File: src/rtl/chan_scan_seq.sv
// Channel scan sequencer: walks the enabled mux channels of one sample set in
// ascending order, registers each word and hands it downstream over valid/ready.
module chan_scan_seq #(
    parameter int W_CHAN = 16,
    parameter int W_SEL  = 4,
    parameter int N_IN   = 8
) (
    input  logic              clk_in,
    input  logic              rst_n_in,
    input  logic              scan_en_in,
    input  logic [N_IN-1:0]   chan_mask_in,
    input  logic              new_data_in,
    output logic [W_SEL-1:0]  chan_select_out,
    input  logic [W_CHAN-1:0] mux_data_in,
    output logic [W_CHAN-1:0] data_out,
    output logic [W_SEL-1:0]  chan_out,
    output logic              data_valid_out,
    input  logic              data_ready_in,
    output logic              scan_done_out,
    output logic              busy_out,
    output logic              overrun_out
);

    typedef enum logic [1:0] {
        IDLE = 2'd0,
        SEL  = 2'd1,
        HOLD = 2'd2
    } state_t;

    state_t              state_reg, state_next;
    logic [W_SEL-1:0]    sel_reg, sel_next;
    logic [W_CHAN-1:0]   data_reg, data_next;
    logic [W_SEL-1:0]    chan_reg, chan_next;
    logic                valid_reg, valid_next;
    logic                done_reg, done_next;
    logic                overrun_reg, overrun_next;
    logic                pending_reg, pending_next;
    logic [N_IN-1:0]     mask_reg, mask_next;

    // Latched-mask channels strictly above the one currently selected.
    logic [N_IN-1:0]     above_mask;

    genvar gi;
    generate
        for (gi = 0; gi < N_IN; gi++) begin : g_above
            assign above_mask[gi] = mask_reg[gi] && (W_SEL'(gi) > sel_reg);
        end
    endgenerate

    function automatic logic [W_SEL-1:0] lowest_idx(input logic [N_IN-1:0] m);
        logic [W_SEL-1:0] idx;
        idx = '0;
        for (int i = N_IN - 1; i >= 0; i--) begin
            if (m[i]) begin
                idx = W_SEL'(i);
            end
        end
        return idx;
    endfunction

    always_comb begin
        state_next   = state_reg;
        sel_next     = sel_reg;
        data_next    = data_reg;
        chan_next    = chan_reg;
        valid_next   = valid_reg;
        done_next    = 1'b0;
        overrun_next = overrun_reg;
        pending_next = pending_reg;
        mask_next    = mask_reg;

        // A strobe during a scan is remembered once; a second one is an overrun.
        if (state_reg != IDLE && new_data_in) begin
            if (pending_reg) begin
                overrun_next = 1'b1;
            end else begin
                pending_next = 1'b1;
            end
        end

        case (state_reg)
            IDLE: begin
                if ((new_data_in || pending_reg) && scan_en_in && (|chan_mask_in)) begin
                    mask_next    = chan_mask_in;
                    sel_next     = lowest_idx(chan_mask_in);
                    // If a pending strobe starts this scan, a fresh strobe now queues the next one.
                    pending_next = pending_reg && new_data_in;
                    state_next   = SEL;
                end
            end
            SEL: begin
                data_next  = mux_data_in;
                chan_next  = sel_reg;
                valid_next = 1'b1;
                state_next = HOLD;
            end
            HOLD: begin
                if (valid_reg && data_ready_in) begin
                    valid_next = 1'b0;
                    if ((|above_mask) && scan_en_in) begin
                        sel_next   = lowest_idx(above_mask);
                        state_next = SEL;
                    end else begin
                        done_next  = ~(|above_mask);
                        state_next = IDLE;
                    end
                end
            end
            default: begin
                state_next = IDLE;
            end
        endcase
    end

    always_ff @(posedge clk_in or negedge rst_n_in) begin
        if (!rst_n_in) begin
            state_reg   <= IDLE;
            sel_reg     <= '0;
            data_reg    <= '0;
            chan_reg    <= '0;
            valid_reg   <= 1'b0;
            done_reg    <= 1'b0;
            overrun_reg <= 1'b0;
            pending_reg <= 1'b0;
            mask_reg    <= '0;
        end else begin
            state_reg   <= state_next;
            sel_reg     <= sel_next;
            data_reg    <= data_next;
            chan_reg    <= chan_next;
            valid_reg   <= valid_next;
            done_reg    <= done_next;
            overrun_reg <= overrun_next;
            pending_reg <= pending_next;
            mask_reg    <= mask_next;
        end
    end

    assign chan_select_out = sel_reg;
    assign data_out        = data_reg;
    assign chan_out        = chan_reg;
    assign data_valid_out  = valid_reg;
    assign scan_done_out   = done_reg;
    assign overrun_out     = overrun_reg;
    assign busy_out        = (state_reg != IDLE);

endmodule
File: config.mk
export PLATFORM = sky130hd
export DESIGN_NAME = chan_scan_seq
export DESIGN_NICKNAME = d
export VERILOG_FILES = /design/src/rtl/chan_scan_seq.sv
export SDC_FILE = /design/constraint.sdc
export NUM_CORES = 1
export LEC_CHECK = 0
export BUFFER_PORTS_ARGS = -buffer_cell sky130_fd_sc_hd__buf_2
export CAP_MARGIN = 0
export CORE_MARGIN = 3
export CORE_UTILIZATION = 53
export DETAILED_ROUTE_END_ITERATION = 16
export PLACE_DENSITY = 0.84
export RECOVER_POWER = 100
export SYNTH_ARGS = -nofsm -noshare
export SYNTH_HDL_FRONTEND = slang
export SYNTH_SLANG_ARGS = --single-unit
File: constraint.sdc
create_clock -name clk_in -period 6.2 [get_ports clk_in]
set_input_delay 0.31 -clock clk_in [delete_from_list [all_inputs] [get_ports clk_in]]
set_output_delay 0.31 -clock clk_in [all_outputs]
set_load 0.01 [all_outputs]
==> results.py <==
metrics = {
    "clock_tree": {
        "h-tree-depth": 2,
        "cts_hold_buffers": 0,
        "clock_path_buffers": 2,
        "cts-buffers-inserted": 5,
        "clkSinkCount": 35,
        "cts_tree": "yes",
        "cts_root_buffer": "clkbuf_4",
        "cts_resized": 0,
        "clk_latency_ns": 0.36,
        "post_cts_buffers": 0,
        "cts.clk_slew.worst_paths_ns": 0.11,
    },
    "worst_setup_path": {
        "reg2reg_depth": 5,
        "required_ns": 6.45,
        "cp-start-kind": "flip-flop",
        "critPathKind": "flip-flop to flip-flop",
        "critPathCaptureType": "flip-flop",
        "critPathMaxFanout": 9,
        "cp.arrival_ns": 4.08,
    },
    "die": {
        "placementRows": 19,
        "dieArea_mm2": 0.00389,
        "die_w_um": 62.4,
        "ios": 57,
        "fp.coreArea_mm2": 0.00290,
        "start_util_pct": 58.1,
        "die_y_um": 62.4,
    },
    "grt": {
        "use_met1_pct": 21.1,
        "grt_usage_pct": 20.6,
        "met3_usage_pct": 7.91,
        "grt_start_max_net_pins": 36,
        "grt_pass1_vias": 1398,
        "grt_pass1_wl_mm": 6.16,
        "grt-busiest-layer": "met2",
        "use_met2_pct": 35.3,
        "gr-total-overflow": 0,
        "antenna_found_initial": 0,
    },
    "synthesis": {
        "yosys_most_used_dff": "dfrtp_1",
        "syn_area_mm2": 0.00168,
        "async_flop_share_pct": 100,
        "synth_cells": 136,
        "syn_avg_cell_area_um2": 12.4,
        "synth_edf_count": 0,
        "ys_ff_latch": 35,
        "ys_seq_area_share_pct": 52.0,
        "yosys_warnings": 0,
        "synth.lib_cells_used.distinct": 37,
    },
    "sta": {
        "rsz0062_at_grt": "no",
        "tns_ns": 0,
        "fmaxAchievable_mhz": 261,
        "setup_viol": 0,
        "period_share_pct": 61.7,
        "fin_skew_ns": 0.00881,
        "min_period_ns": 3.83,
        "finalHoldViolCount": 0,
        "tightest_slew_ns": 2.58,
        "max_slew_margin_pct": -76.8,
        "final-max-slew-violation-count": 46,
    },
    "layout": {
        "fin_nets": 220,
        "mostFrequentLayoutCell": "dfrtp_1",
        "num_antenna_cells": 0,
        "synthToLayoutAreaGrowth_pct": 17.7,
        "largest_reg_flops": 16,
        "design_area_mm2": 0.00198,
        "drive_above_1_share_pct": 33.9,
        "most-common-layout-cells": "dfrtp_1, buf_2, clkbuf_1",
    },
    "power_and_ir_drop": {
        "power_density_mw_per_mm2": 527,
        "p_switching_uw": 397,
        "internal_power_uw": 648,
        "p_clk_share_pct": 15.9,
        "leakage_uw": 0.000887,
        "p_comb_share_pct": 43.1,
        "p_sw_share_pct": 38.0,
        "seqPwrFrac_pct": 41.0,
        "peakVddDrop_uv": 359,
    },
    "min_path": {
        "hp-class": "input port to flip-flop",
        "holdPathStages": 2,
    },
    "placement": {
        "dpl.hpwl_mm": 2.76,
        "routabilityCongestion": 0.953,
        "place_area_mm2": 0.00197,
        "port_buffers": 54,
    },
    "job": {
        "maxCapViolations": 2,
    },
    "detailed_routing": {
        "drc": 0,
        "drtAntennaViolNets": 0,
        "post_drt_via_cell_ratio": 5.49,
        "detail_route.wl_per_cell_um": 15.7,
        "drt_first_iter_violations": 52,
        "routed_wl_mm": 3.69,
        "drtPass1Iterations": 5,
        "via_count": 1285,
    },
    "status": {
        "status": "complete, but fails checks",
        "violations": "max-capacitance violations, max-slew violations",
    },
}
-- path summary, 6_finish.rpt --
kind | start | to | slack, ns
max reg2reg | state_reg[1]$_DFFE_PN0P_ | chan_select_out[0]$_DFFE_PN0P_ | 2.37
max in group asynchronous | rst_n_in | chan_select_out[2]$_DFFE_PN0P_ | 4.74
min | mux_data_in[2] | data_out[2]$_DFFE_PN0P_ | 0.17
min in group asynchronous | rst_n_in | data_out[1]$_DFFE_PN0P_ | 0.43
max | state_reg[1]$_DFFE_PN0P_ | chan_select_out[0]$_DFFE_PN0P_ | 2.37
min reg2reg | overrun_out$_DFFE_PN0P_ | overrun_out$_DFFE_PN0P_ | 0.48
-- synth_stat cells, types with 2 or more instances --
master    count  area share (%)
a21o_1        3             1.3
a21oi_1       5             1.5
buf_4         2            0.89
clkbuf_1      3            0.67
dfrtp_1      35              52
inv_1         4            0.89
mux2_2       25              17
mux2_4        3             2.7
nand2_1       4            0.89
nand2b_1      2            0.74
nor2_1        8             1.8
nor2b_1       6             2.2
nor3_1        3            0.89
nor3b_1       2            0.89
nor4_1        3             1.1
o21ai_0       6             1.8
o221a_2       2             1.3
-- per-layer routing --
metal | part of all wire, % | vias up | wire length, um
met1 | 38 | 616 | 1410
li1 | - | 597 | -
met2 | 52 | 55 | 1900
met4 | 3.2 | 0 | 119
met5 | 0 | - | 0
met3 | 7.0 | 17 | 257
-- cell type report --
| cell class | count | area [um^2] |
|---|---|---|
| inverter | 4 | 15.0 |
| clock buffer | 5 | 37.5 |
| multi-input combinational | 91 | 721 |
| timing repair buffer | 54 | 236 |
| tap | 42 | 52.6 |
| fill | 240 | 918 |
| sequential | 35 | 876 |
| clock inverter | 3 | 43.8 |
-- per-stage QoR --
step	utilization (%)	hold WS [ns]	setup slack [ns]	cells	power (uW)
6_report	68.3	0.174	2.37	234	1040
5_1_grt	68.3	0.159	1.94	234	1120
4_1_cts	70.7	0.0229	3.96	234	1090
3_5_place_dp	67.9	0.419	3.98	226	924
3_3_place_gp	67.9	0.408	4.04	226	889
2_1_floorplan	-	0.0144	4.12	137	771
-- power groups by stage --
stage	clock network, uW	registers (uW)	logic (uW)
6_report	166	428	451
3_5_place_dp	0	428	496
2_1_floorplan	0	439	332
5_1_grt	179	444	496
4_1_cts	169	425	496
3_3_place_gp	0	421	468
-- logic make-up after synthesis --
| kind of cell | Yosys count | share of synthesized area, % |
|---|---|---|
| buf+inv | 11 | 3.42 |
| simple gates | 34 | 10.9 |
| flops | 35 | 52.0 |
| mux | 28 | 19.4 |
| compound gates | 27 | 14.0 |
| other cells | 1 | 0.223 |
-- worst max-delay path, cell delays in order, from the launching register on --
cell	delay (ns)
dfrtp_1	0.47
or2_0	0.34
a2111oi_0	2.06
o2bb2ai_2	0.01
a31oi_1	0.50
mux2_4	0.35
Note: power is estimated with default switching activity, not from simulation.
